`src/rtl/gemini_ifu_pkg.sv`:
```
// Shared types and constants for the instruction-fetch front end.
package gemini_ifu_pkg;

    typedef enum logic [1:0] {
        REQ  = 2'd0,
        WAIT = 2'd1,
        DROP = 2'd2,
        HOLD = 2'd3
    } fetch_state_t;

    localparam logic [31:0] RESET_PC   = 32'hBFC0_0000;
    localparam int          INST_BYTES = 4;

    // Slot 2 only counts when slot 1 is also valid.
    function automatic logic [31:0] fetch_incr(input logic ok_1, input logic ok_2);
        logic [31:0] incr;
        incr = '0;
        if (ok_1) begin
            incr = ok_2 ? 32'(2 * INST_BYTES) : 32'(INST_BYTES);
        end
        return incr;
    endfunction

endpackage

```
`src/rtl/fetch_ctrl_if.sv`:
```
// Instruction bus plus the decode-side bundle slice of the fetch sequencer.
interface fetch_ctrl_if;
    logic        inst_req;
    logic [31:0] inst_addr;
    logic        inst_addr_ok;
    logic        inst_data_ok;
    logic [31:0] inst_rdata_1;
    logic [31:0] inst_rdata_2;
    logic        inst_rdata_1_ok;
    logic        inst_rdata_2_ok;

    logic        out_valid;
    logic        out_ready;
    logic [31:0] out_pc;
    logic [31:0] out_inst_1;
    logic [31:0] out_inst_2;
    logic        out_inst_2_valid;

    modport master (
        output inst_req, inst_addr,
        input  inst_addr_ok, inst_data_ok, inst_rdata_1, inst_rdata_2,
        input  inst_rdata_1_ok, inst_rdata_2_ok,
        output out_valid, out_pc, out_inst_1, out_inst_2, out_inst_2_valid,
        input  out_ready
    );

    modport slave (
        input  inst_req, inst_addr,
        output inst_addr_ok, inst_data_ok, inst_rdata_1, inst_rdata_2,
        output inst_rdata_1_ok, inst_rdata_2_ok,
        input  out_valid, out_pc, out_inst_1, out_inst_2, out_inst_2_valid,
        output out_ready
    );
endinterface

```
`src/rtl/fetch_out_buf.sv`:
```
// Valid/ready holding register for one fetched bundle; kill drops it unconditionally.
module fetch_out_buf (
    input  logic        clk,
    input  logic        resetn,
    input  logic        load,
    input  logic        kill,
    input  logic [31:0] pc_in,
    input  logic [31:0] inst_1_in,
    input  logic [31:0] inst_2_in,
    input  logic        inst_2_valid_in,
    input  logic        ready,
    output logic        valid,
    output logic [31:0] pc,
    output logic [31:0] inst_1,
    output logic [31:0] inst_2,
    output logic        inst_2_valid
);

    always_ff @(posedge clk or negedge resetn) begin
        if (!resetn) begin
            valid        <= 1'b0;
            pc           <= '0;
            inst_1       <= '0;
            inst_2       <= '0;
            inst_2_valid <= 1'b0;
        end else if (load) begin
            valid        <= 1'b1;
            pc           <= pc_in;
            inst_1       <= inst_1_in;
            inst_2       <= inst_2_in;
            inst_2_valid <= inst_2_valid_in;
        end else if (kill || (valid && ready)) begin
            valid <= 1'b0;
        end
    end

endmodule

```
`src/rtl/fetch_ctrl.sv`:
```
// Fetch sequencer: owns the fetch PC, drives the instruction bus and applies redirects.
//   state | meaning
//   REQ   | address phase, inst_req high with inst_addr = pc
//   WAIT  | request accepted, waiting for its response
//   DROP  | stale request in flight, its response is discarded
//   HOLD  | bundle held in output slice until decode accepts it
module fetch_ctrl #(
    parameter logic [31:0] RESET_PC = gemini_ifu_pkg::RESET_PC
) (
    input  logic              clk,
    input  logic              resetn,
    input  logic              exception_pc_ena,
    input  logic [31:0]       exception_pc,
    input  logic              id_take_jmp,
    input  logic [31:0]       id_jmp_target,
    output logic              flush_req,
    fetch_ctrl_if.master      bus
);
    import gemini_ifu_pkg::*;

    fetch_state_t state, state_next;
    logic [31:0]  pc, pc_next;
    logic [31:0]  target;
    logic [31:0]  incr;
    logic         redirect;
    logic         inst_req;
    logic         load;
    logic         kill;

    assign redirect      = exception_pc_ena | id_take_jmp;
    assign target        = exception_pc_ena ? exception_pc : id_jmp_target;
    assign flush_req     = redirect;
    assign incr          = fetch_incr(bus.inst_rdata_1_ok, bus.inst_rdata_2_ok);
    assign bus.inst_req  = inst_req;
    assign bus.inst_addr = pc;

    always_ff @(posedge clk or negedge resetn) begin
        if (!resetn) begin
            state <= REQ;
            pc    <= RESET_PC;
        end else begin
            state <= state_next;
            pc    <= pc_next;
        end
    end

    always_comb begin
        state_next = state;
        pc_next    = pc;
        inst_req   = 1'b0;
        load       = 1'b0;
        kill       = 1'b0;
        unique case (state)
            REQ: begin
                inst_req = 1'b1;
                if (bus.inst_addr_ok) state_next = redirect ? DROP : WAIT;
            end
            WAIT: begin
                if (bus.inst_data_ok) begin
                    if (redirect || incr == '0) begin
                        state_next = REQ;
                    end else begin
                        load       = 1'b1;
                        pc_next    = pc + incr;
                        state_next = HOLD;
                    end
                end else if (redirect) begin
                    state_next = DROP;
                end
            end
            DROP: begin
                if (bus.inst_data_ok) state_next = REQ;
            end
            HOLD: begin
                // A redirect kills the bundle even when decode accepts it this cycle.
                if (redirect) begin
                    kill       = 1'b1;
                    state_next = REQ;
                end else if (bus.out_ready) begin
                    state_next = REQ;
                end
            end
            default: state_next = REQ;
        endcase
        if (redirect) pc_next = target;
    end

    fetch_out_buf u_out_buf (
        .clk             (clk),
        .resetn          (resetn),
        .load            (load),
        .kill            (kill),
        .pc_in           (pc),
        .inst_1_in       (bus.inst_rdata_1),
        .inst_2_in       (bus.inst_rdata_2),
        .inst_2_valid_in (bus.inst_rdata_1_ok & bus.inst_rdata_2_ok),
        .ready           (bus.out_ready),
        .valid           (bus.out_valid),
        .pc              (bus.out_pc),
        .inst_1          (bus.out_inst_1),
        .inst_2          (bus.out_inst_2),
        .inst_2_valid    (bus.out_inst_2_valid)
    );

endmodule

```
`src/flat_wrapper.sv`:
```
// flat-port wrapper written by rule: the top's interface ports become plain ports
module fetch_ctrl_flat import gemini_ifu_pkg::*;
#(
    parameter logic [31:0] RESET_PC = gemini_ifu_pkg::RESET_PC
)
  (clk, resetn, exception_pc_ena, exception_pc, id_take_jmp, id_jmp_target, flush_req, bus_inst_req, bus_inst_addr, bus_inst_addr_ok, bus_inst_data_ok, bus_inst_rdata_1, bus_inst_rdata_2, bus_inst_rdata_1_ok, bus_inst_rdata_2_ok, bus_out_valid, bus_out_pc, bus_out_inst_1, bus_out_inst_2, bus_out_inst_2_valid, bus_out_ready);
  fetch_ctrl_if bus_i ();
  input  logic clk;
  input  logic resetn;
  input  logic exception_pc_ena;
  input  logic [31:0] exception_pc;
  input  logic id_take_jmp;
  input  logic [31:0] id_jmp_target;
  output logic flush_req;
  output wire logic [$bits(bus_i.inst_req)-1:0] bus_inst_req;
  output wire logic [$bits(bus_i.inst_addr)-1:0] bus_inst_addr;
  input wire logic [$bits(bus_i.inst_addr_ok)-1:0] bus_inst_addr_ok;
  input wire logic [$bits(bus_i.inst_data_ok)-1:0] bus_inst_data_ok;
  input wire logic [$bits(bus_i.inst_rdata_1)-1:0] bus_inst_rdata_1;
  input wire logic [$bits(bus_i.inst_rdata_2)-1:0] bus_inst_rdata_2;
  input wire logic [$bits(bus_i.inst_rdata_1_ok)-1:0] bus_inst_rdata_1_ok;
  input wire logic [$bits(bus_i.inst_rdata_2_ok)-1:0] bus_inst_rdata_2_ok;
  output wire logic [$bits(bus_i.out_valid)-1:0] bus_out_valid;
  output wire logic [$bits(bus_i.out_pc)-1:0] bus_out_pc;
  output wire logic [$bits(bus_i.out_inst_1)-1:0] bus_out_inst_1;
  output wire logic [$bits(bus_i.out_inst_2)-1:0] bus_out_inst_2;
  output wire logic [$bits(bus_i.out_inst_2_valid)-1:0] bus_out_inst_2_valid;
  input wire logic [$bits(bus_i.out_ready)-1:0] bus_out_ready;
  assign bus_inst_req = bus_i.inst_req;
  assign bus_inst_addr = bus_i.inst_addr;
  assign bus_i.inst_addr_ok = bus_inst_addr_ok;
  assign bus_i.inst_data_ok = bus_inst_data_ok;
  assign bus_i.inst_rdata_1 = bus_inst_rdata_1;
  assign bus_i.inst_rdata_2 = bus_inst_rdata_2;
  assign bus_i.inst_rdata_1_ok = bus_inst_rdata_1_ok;
  assign bus_i.inst_rdata_2_ok = bus_inst_rdata_2_ok;
  assign bus_out_valid = bus_i.out_valid;
  assign bus_out_pc = bus_i.out_pc;
  assign bus_out_inst_1 = bus_i.out_inst_1;
  assign bus_out_inst_2 = bus_i.out_inst_2;
  assign bus_out_inst_2_valid = bus_i.out_inst_2_valid;
  assign bus_i.out_ready = bus_out_ready;
  fetch_ctrl #(.RESET_PC(RESET_PC)) u_core (.clk(clk), .resetn(resetn), .exception_pc_ena(exception_pc_ena), .exception_pc(exception_pc), .id_take_jmp(id_take_jmp), .id_jmp_target(id_jmp_target), .flush_req(flush_req), .bus(bus_i));
endmodule
```
`config.mk`:
```
export PLATFORM = sky130hd
export DESIGN_NAME = fetch_ctrl_flat
export DESIGN_NICKNAME = d
export VERILOG_FILES = /design/src/rtl/gemini_ifu_pkg.sv /design/src/rtl/fetch_ctrl_if.sv /design/src/rtl/fetch_out_buf.sv /design/src/rtl/fetch_ctrl.sv /design/src/flat_wrapper.sv
export SDC_FILE = /design/constraint.sdc
export NUM_CORES = 1
export LEC_CHECK = 0
export ABC_CLOCK_PERIOD_IN_PS = 2530
export BUFFER_PORTS_ARGS = -buffer_cell sky130_fd_sc_hd__buf_2
export CAP_MARGIN = 25
export CORE_ASPECT_RATIO = 1.25
export CORE_MARGIN = 3
export CORE_UTILIZATION = 43
export CTS_CLUSTER_DIAMETER = 150
export DETAILED_ROUTE_END_ITERATION = 10
export HOLD_SLACK_MARGIN = 0.05
export PLACE_DENSITY = 0.89
export SYNTH_ARGS = -nofsm -noshare
export SYNTH_HDL_FRONTEND = slang
export SYNTH_HIERARCHICAL = 1
export SYNTH_SLANG_ARGS = --single-unit
```
`constraint.sdc`:
```
create_clock -name clk -period 2.53 [get_ports clk]
set_clock_uncertainty 0.15 [all_clocks]
set_input_delay 0.506 -clock clk [delete_from_list [all_inputs] [get_ports clk]]
set_output_delay 0.506 -clock clk [all_outputs]
set_load 0.03 [all_outputs]
```
* After elaboration in Yosys (flattened, before gate mapping)
Index checks and enable logic that the tools add are counted.
Word-level totals: register bits 132, bits of input ports 137, output and inout bits 132, word-level logic and storage cells 52
Operators by class: add/subtract/negate cells 1, equality and inequality tests 8, multiplexer cells 24, bitwise operators 2, reduce and logical (&&, ||, !) cells 10
Operator list (number):
- 32-bit 2-to-1 mux | 6
- 32-bit adder | 1
- 32-bit zero test | 1
- 2-bit 2-to-1 mux | 8
- 1-bit 2-to-1 mux | 8
- 2-bit one-hot mux with 4 select lines | 1
- 3-bit by 2-bit inequality test with 1-bit output, second input constant | 2
- 2-bit nonzero test | 3
- 2-bit == test, second input constant | 2
- 4-bit 2-to-1 mux | 1
- 2-bit inequality test, second input constant | 2
- 4-bit AND reduction | 1
- 3-bit AND reduction | 1
- 2-bit by 1-bit == test with 1-bit output, second input constant | 1
- 2-bit zero test | 1
- 1-bit logical OR | 2
- 2-bit by 1-bit inequality test with 1-bit output, second input constant | 1
- 1-bit bitwise AND | 1
- 1-bit logical AND | 1
- 1-bit OR | 1

* Longest topological paths before layout
Gate-level depths: netlist of the first run.
depth in word-level cells 8, mapped depth 10, depth with buffers taken out 9

* Cells and area by module
The synthesis of the first run kept the hierarchy.
Modules (own cells, without submodules):
- fetch_out_buf | instances 1, cells an instance 208, area each 3709.8 um^2, seq. area each 2452.4 um^2
- fetch_ctrl | instances 1, cells an instance 278, area each 2383.5 um^2, seq. area each 862.1 um^2

* Least setup slack after synthesis of the first run
No wires, ideal clock.
path kind in2reg, from input port bus_inst_rdata_1_ok, to register u_core.pc[18] (netlist: u_core/bus.inst_addr[18]), setup time 0.154 ns, data arrival time 2.417 ns, data required time 2.226 ns, path slack -0.190 ns, stages 10, buffers on the path 1, cell sequence nor2b_1 -> ha_1 -> inv_1 -> fa_1 -> and4b_1 -> buf_6 -> or4b_4 -> nor2_1 -> xnor2_1 -> o221ai_1
Between the ends: longest elaborated chain between the ends 6, elaborated cells on any way between the ends 10, classes of those cells add/sub: 1; eq/ne: 1; mux: 5; reduce/logical: 3
Ends and longest elaborated chain:
- start, declared | RTL line flat_wrapper.sv:21 | input wire logic [$bits(bus_i.inst_rdata_1_ok)-1:0] bus_inst_rdata_1_ok;
- 32-bit 2-to-1 mux (*) | RTL line gemini_ifu_pkg.sv:18 | if (ok_1) begin
- 32-bit adder | RTL line fetch_ctrl.sv:64 | pc_next = pc + incr;
- 32-bit 2-to-1 mux | RTL line fetch_ctrl.sv:60 | if (redirect || incr == '0) begin
- 32-bit 2-to-1 mux | RTL line fetch_ctrl.sv:59 | if (bus.inst_data_ok) begin
- 32-bit 2-to-1 mux | RTL line fetch_ctrl.sv:53 | unique case (state)
- 32-bit 2-to-1 mux | RTL line fetch_ctrl.sv:85 | if (redirect) pc_next = target;
- end signal, assigned | RTL line fetch_ctrl.sv:43 | pc <= pc_next;
- end, declared | RTL line fetch_ctrl.sv:22 | logic [31:0] pc, pc_next;
Every way passes the cells marked *; elsewhere a longest branch is shown, timed or not. The select of a mux whose other input is x is not followed. A chain may end at the register's enable or synchronous reset.

* Final worst setup path of the first run
from register u_core.pc[2] (netlist: u_core/bus.inst_addr[2]), to register u_core.pc[18] (netlist: u_core/bus.inst_addr[18])
Between the ends: longest elaborated chain between the ends 5
Ends and longest elaborated chain (RTL line):
- 32-bit adder | fetch_ctrl.sv:64
- 32-bit 2-to-1 mux | fetch_ctrl.sv:60
- 32-bit 2-to-1 mux | fetch_ctrl.sv:59
- 32-bit 2-to-1 mux | fetch_ctrl.sv:53
- 32-bit 2-to-1 mux | fetch_ctrl.sv:85
No other way between the ends. The select of a mux whose other input is x is not followed.

==> results of run 1 <==
[final cells by class]
cell class | count | area, sq um
clock buffer | 20 | 447
tap | 175 | 219
timing repair buffer | 292 | 1570
multi-input combinational | 316 | 2600
inverter | 8 | 30.0
fill | 1103 | 5480
sequential | 132 | 3310
clock inverter | 11 | 153
[worst max-delay path, stage by stage (launching register included)]
cell                       delay (ps)
sky130_fd_sc_hd__dfrtp_1          350
sky130_fd_sc_hd__ha_1             180
sky130_fd_sc_hd__inv_1             60
sky130_fd_sc_hd__fa_2             340
sky130_fd_sc_hd__and4b_1          270
sky130_fd_sc_hd__or4b_4           510
sky130_fd_sc_hd__nor2_4           130
sky130_fd_sc_hd__xnor2_1          130
sky130_fd_sc_hd__o221ai_1         120
[report_power, final]
part | internal (mW) | leakage (nW) | switching [mW] | total [mW]
Sequential | 2.32 | 1.74 | 0.154 | 2.47
Combinational | 0.447 | 2.37 | 0.730 | 1.18
Clock | 1.58 | 0.283 | 0.888 | 2.47
[through the flow]
stage / cells / util (%) / hold WS (ps)
after floorplan: 486 / - / 60.4
after global placement: 922 / 55.9 / 334
after detailed placement: 922 / 55.9 / 340
after CTS: 954 / 60.3 / 146
after global routing: 954 / 60.3 / 160
final: 954 / 60.3 / 158
[cells by family (layout without fill, tap and decap cells)]
kind of cell / count (synthesis) / in the layout / share of synthesized area [%]
flip-flops: 132 / 132 / 54.4
AND/OR/NAND/NOR: 117 / 117 / 10.9
multiplexers: 106 / 106 / 20.6
AO/OA/AOI/OAI: 65 / 65 / 6.57
buffers and inverters: 38 / 331 / 3.20
XOR/XNOR: 25 / 25 / 3.59
adder cells (fa/ha/maj): 3 / 3 / 0.739
[repair_timing]
action / in CTS / in global routing
hold endpoints to repair: 49 / 0
hold buffers: 1 / 0
setup buffers: 0 / 0
resized for setup: 0 / 1
setup endpoints to repair: 0 / 1
[sequential cells by signal (all words and copies together) (netlist names)]
register,count
u_core/u_out_buf/inst_1,32
u_core/bus.inst_addr,32
u_core/u_out_buf/inst_2_valid,1
u_core/u_out_buf/inst_2,32
u_core/state,2
u_core/u_out_buf/pc,32
u_core/u_out_buf/valid,1
[path summary, 6_finish.rpt]
check	slack, ps	to	cells after the start	startpoint
worst min register to register	350	u_core/u_out_buf/inst_2[19]	1	u_core/u_out_buf/inst_2[19]
min in group asynchronous	510	u_core/u_out_buf/inst_1[9]	2	resetn
worst max-delay path	140	u_core/bus.inst_addr[18]	8	u_core/bus.inst_addr[2]
worst min-delay path	160	u_core/bus.inst_addr[2]	3	exception_pc[2]
worst max register to register	140	u_core/bus.inst_addr[18]	8	u_core/bus.inst_addr[2]
max in group asynchronous	1090	u_core/bus.inst_addr[27]	3	resetn
[per-layer routing]
| metal | GRT usage, % | part of all wire [%] | vias to the layer above |
|---|---|---|---|
| li1 | - | - | 2300 |
| met1 | 23.9 | 39 | 2302 |
| met2 | 36.2 | 51 | 239 |
| met3 | 5.37 | 7.5 | 28 |
| met4 | 7.03 | 2.1 | 2 |
| met5 | 0 | 0.11 | - |
[cells in the final DEF (no fill, tap or decap), drive strengths merged, types with 3 or more instances in the layout]
| master | n |
|---|---|
| nor4 | 4 |
| nor3b | 3 |
| nand2 | 26 |
| a211oi | 19 |
| nand4 | 12 |
| and3 | 7 |
| xor2 | 16 |
| dfstp | 9 |
| o21ai | 11 |
| clkbuf | 20 |
| dfrtp | 123 |
| buf | 291 |
| nor2 | 17 |
| a21oi | 26 |
| nor2b | 17 |
| clkinv | 3 |
| mux2 | 100 |
| inv | 10 |
| nor3 | 8 |
| clkinvlp | 3 |
| mux2i | 6 |
| bufinv | 3 |
| xnor2 | 9 |
| nand3 | 10 |
==> summary.md, run 1 <==
| Metric | Value |
|---|---|
| Total Wirelength | 16100 um |
| Initial antenna violation count | 1 |
| Count of flip-flops with a built-in enable after synthesis | 0 |
| HP Class | in -> reg |
| Largest net degree at the start of global routing | 69 |
| Boundary Pins | 269 |
| Power density of the placed cells | 734 nW/um^2 |
| Number of distinct library cells after synthesis | 45 |
| Arrival time of the worst setup path | 2490 ps |
| Number of nets in the layout | 907 |
| Highest attainable clock frequency | 418 MHz |
| Cell type with the highest aggregate area in the netlist | sky130_fd_sc_hd__dfrtp_1 |
| Vertical die dimension | 139 um |
| Number of warnings printed during yosys synthesis | 6 |
| RSZ-0062 raised after global routing | false |
| Number of global-route vias before repair | 4992 |
| Routed via count | 4871 |
| Share of the synthesized area in the top cell type | 50.5% |
| Cell types with the highest counts after synthesis | sky130_fd_sc_hd__dfrtp_1 (123), sky130_fd_sc_hd__mux2_2 (81), sky130_fd_sc_hd__a21oi_1 (26), sky130_fd_sc_hd__nand2_1 (26) |
| Final number of max-transition violations | 0 |
| Clk buf depth | 2 |
| Async set or reset register ratio after synthesis | 100% |
| Final setup margin | 135 ps |
| Final hold vios | 0 |
| Number of antenna diodes | 0 |
| Post-route cell area | 8330 sq um |
| First-pass iteration count of the detailed router | 4 |
| Syn_area_per_cell | 12.5 sq um |
| Clock latency reported for the late side of the worst-skew pair | 400 ps |
| CP Max Fanout | 3 |
| Total global routing overflow | 0 |
| Power, Total | 6.11 mW |
| Critical path capture point type | register |
| Final setup vio count | 0 |
| Die W | 112 um |
| Remaining antenna violation count after routing | 0 |
| Placer's final routability congestion estimate | 0.847 |
| Net Count, Synth | 626 |
| Vias per Instance | 5.11 |
| First-pass GRT wire length | 25600 um |
| Setup crit start kind | register |
| Static leakage | 4.39 nW |
| Post-route DRC | 0 |
| Effective utilization at floorplan | 44.1% |
| Die footprint | 15600 sq um |
| Flop and latch count out of synthesis | 132 |
| Clock transition at the register clock pins on the worst setup and hold paths after CTS | 60 ps |
| Worst voltage drop across the vdd grid | 0.407 mV |
| Share of post-route cells with drive strength above 1 | 56.2% |
| TritonCTS clock tree | done |
| Clock root buffer | sky130_fd_sc_hd__clkbuf_16 |
| Setup TNS after final layout | 0 ps |
| P&R area growth vs syn | 36.8% |
| Relative slew slack | 60.2% |
| Post-placement worst setup slack | -225 ps |
| Total core area | 13800 sq um |
| Max cap viols | 0 |
| Synthesized cell area | 6090 sq um |
| Total CTS buffers | 17 |
| Worst setup path class | reg -> reg |
| Post-DP HPWL | 12000 um |
| Share of the clock period used by the worst path | 94.7% |
| Drt initial violations | 177 |
| Sequential-to-total area share from yosys stat | 54.4% |
| Number of placement rows | 48 |
| # clock sinks | 132 |
| Average detailed-routed wire length per instance | 16.8 um |
| Synthesized instance count | 486 |
| Library cell with the highest instance count after synthesis | sky130_fd_sc_hd__dfrtp_1 |
| Ys flop type | sky130_fd_sc_hd__dfrtp_1 |
| Cell types occupying the most area after synthesis | sky130_fd_sc_hd__dfrtp_1 (51%), sky130_fd_sc_hd__mux2_2 (15%), sky130_fd_sc_hd__mux2_4 (4.7%) |
| H-tree depth | 4 |
| Placed cell area | 7720 sq um |
| Count of port buffers added during placement | 268 |
| Final Critical Period | 2390 ps |
| Run status | completed |
| Required time of the worst setup path | 2630 ps |
| Pin slew with the least headroom to its limit | 597 ps |
| Total track usage | 20.5% |
(Power assumes the default switching activity.)
==> run 2: changes to the inputs <==
- CELL_PAD_IN_SITES_DETAIL_PLACEMENT: default -> 2
- CELL_PAD_IN_SITES_GLOBAL_PLACEMENT: default -> 2
- CORE_UTILIZATION: 43 -> 26
- PLACE_DENSITY: 0.89 -> 0.87
==> summary.md, run 2 (synthesized netlist as in run 1, its figures left out) <==
| Metric | Value |
|---|---|
| Post-route DRC | 0 (unchanged) |
| Power density of the placed cells | 753 nW/um^2 (+2.6%) |
| Remaining antenna violation count after routing | 0 (unchanged) |
| Internal power contribution | 4.52 mW (+4.2%) |
| Placed cell area | 7880 sq um (+2.1%) |
| Vias per Instance | 4.66 (-8.7%) |
| Number of nets in the layout | 908 (+0.11%) |
| Share of the clock period used by the worst path | 95.1% (+0.39 points) |
| CP Max Fanout | 3 (unchanged) |
| Combinational group share of total power | 18.4% (-0.8 points) |
| Final number of max-transition violations | 0 (unchanged) |
| Total global routing overflow | 0 (unchanged) |
| Placer's final routability congestion estimate | 0.749 (-12%) |
| Post-route cell area | 8550 sq um (+2.6%) |
| P&R area growth vs syn | 40.4% |
| Switching fraction of total power | 29.8% (+0.81 points) |
| Vertical die dimension | 177 um (+27%) |
| Count of port buffers added during placement | 268 (unchanged) |
| Clk buf depth | 2 (unchanged) |
| Pin slew with the least headroom to its limit | 557 ps (-39.4 ps) |
| TritonCTS clock tree | done |
| Setup crit start kind | register |
| Power, Total | 6.44 mW (+5.4%) |
| Chain of cells forming the critical path | ha_2, inv_1, fa_2, and4b_1, or4b_4, nor2_4, xnor2_1, o221ai_1 |
| Largest net degree at the start of global routing | 64 (-7.2%) |
| Die footprint | 25300 sq um (+62%) |
| Leading cell types in the layout, fill and taps excluded | sky130_fd_sc_hd__buf_2 (267), sky130_fd_sc_hd__dfrtp_1 (123), sky130_fd_sc_hd__mux2_2 (81) |
| Worst path max stage delay | 520 ps (about the same) |
| Die W | 143 um (+27%) |
| Static leakage | 4.43 nW (+1.0%) |
| Portion of total power attributed to the clock network | 43.1% (+2.8 points) |
| Switching power total | 1.92 mW (+8.3%) |
| Worst setup path class | reg -> reg |
| Initial antenna violation count | 2 (+1) |
| Worst voltage drop across the vdd grid | 0.422 mV (+3.7%) |
| Final setup vio count | 0 (unchanged) |
| Final hold vios | 0 (unchanged) |
| Met1 wire length | 8010 um (+28%) |
| Total length of routed met2 wires | 10900 um (+32%) |
| Total CTS buffers | 17 (unchanged) |
| Number of filler instances in the final layout | 2468 (+120%) |
| Effective utilization at floorplan | 26.4% (-18 points) |
| Relative slew slack | 62.9% (+2.6 points) |
| Post-placement worst setup slack | -299 ps (-74.3 ps) |
| Required time of the worst setup path | 2660 ps (+30 ps) |
| Clock latency reported for the late side of the worst-skew pair | 420 ps (+20 ps) |
| HP Class | in -> reg |
| First-pass GRT wire length | 31300 um (+22%) |
| Run status | completed |
| Number of global-route vias before repair | 5492 (+10%) |
| Max cap viols | 0 (unchanged) |
| First-pass iteration count of the detailed router | 4 (unchanged) |
| Count of buffers added by post-CTS timing repair for setup | 0 (unchanged) |
| Critical path capture point type | register |
| Total Wirelength | 20500 um (+27%) |
| Portion of total power attributed to sequential cells | 38.5% (-1.9 points) |
| Drt initial violations | 132 (-25%) |
| H-tree depth | 4 (unchanged) |
| Clock transition at the register clock pins on the worst setup and hold paths after CTS | 60 ps (about the same) |
| CP max-delay cell | sky130_fd_sc_hd__or4b_4 |
| Clock root buffer | sky130_fd_sc_hd__clkbuf_16 |
| Boundary Pins | 269 (unchanged) |
| # clock sinks | 132 (unchanged) |
| Average detailed-routed wire length per instance | 19.1 um (+14%) |
| Total core area | 23000 sq um (+67%) |
| Leading cell type in the layout, fill and taps excluded | sky130_fd_sc_hd__buf_2 |
| Highest metal used | met5 |
| Final setup margin | 125 ps (-9.99 ps) |
| Routed via count | 4986 (+2.4%) |
| Number of placement rows | 62 (+29%) |
| Arrival time of the worst setup path | 2530 ps (+40 ps) |
| Total track usage | 16.0% (-4.5 points) |
| RSZ-0062 raised after global routing | true |
| Highest attainable clock frequency | 416 MHz (-0.42%) |
| Final Critical Period | 2400 ps (+9.99 ps) |
| Routed length on met3 | 1220 um (+1.2%) |
| Share of post-route cells with drive strength above 1 | 56.6% (+0.37 points) |
| Setup TNS after final layout | 0 ps (unchanged) |
| Post-DP HPWL | 15800 um (+31%) |
run 2: metrics by stage:
stage | hold slack, ps | instances | util [%]
floorplan | 60.4 | 486 | -
global placement | 329 | 1036 | 34.2
detailed placement | 320 | 1036 | 34.2
CTS | 129 | 1069 | 37.1
global route | 141 | 1070 | 37.1
finish | 150 | 1070 | 37.1
run 2: final cells by class:
| class | instances | area [sq um] | area share, % |
|---|---|---|---|
| sequential | 132 | 3310 | 38.7 |
| multi-input combinational | 316 | 2610 | 30.5 |
| timing repair buffer | 293 | 1590 | 18.6 |
| clock buffer | 18 | 429 | 5.02 |
| tap | 288 | 360 | 4.21 |
| clock inverter | 14 | 224 | 2.62 |
| inverter | 8 | 30.0 | 0.351 |
| antenna | 1 | 2.50 | 0.0293 |
run 2: path summary, 6_finish.rpt:
check                                                  from                          end  slack (ps)  cells past startpoint
worst min-delay path                        exception_pc[2]      u_core/bus.inst_addr[2]         150                      3
min in group asynchronous                            resetn   u_core/u_out_buf/inst_1[8]         430                      2
max in group asynchronous                            resetn  u_core/u_out_buf/inst_1[29]        1040                      3
worst max register to register      u_core/bus.inst_addr[2]     u_core/bus.inst_addr[18]         130                      8
worst max-delay path                u_core/bus.inst_addr[2]     u_core/bus.inst_addr[18]         130                      8
worst min register to register  u_core/u_out_buf/inst_2[22]  u_core/u_out_buf/inst_2[22]         350                      1
run 2: timing repair:
item,in CTS,in global routing
setup endpoints to repair,0,2
hold buffers,1,0
resized for setup,0,3
hold endpoints to repair,44,0
run 2: per-layer routing:
layer  vias up  GRT usage [%]
li1       2302              -
met1      2480           18.1
met2       178           29.1
met3        24           3.62
met4         2           5.71
met5         -              0
run 2: critical path, delay by kind of cell (launching register included):
kind	cells	cell delay, ps
buf+inv	1	50
compound gates	1	120
xor+xnor	1	130
simple gates	3	940
flops	1	350
fa+ha+maj	2	530
run 2: power by group through the flow:
| stage | clock network [mW] | logic (mW) | registers (mW) |
|---|---|---|---|
| 2_1_floorplan | 0 | 0.335 | 2.86 |
| 3_3_place_gp | 0 | 1.17 | 2.51 |
| 3_5_place_dp | 0 | 1.20 | 2.52 |
| 4_1_cts | 2.87 | 1.21 | 2.48 |
| 5_1_grt | 2.95 | 1.27 | 2.51 |
| 6_report | 2.77 | 1.19 | 2.48 |
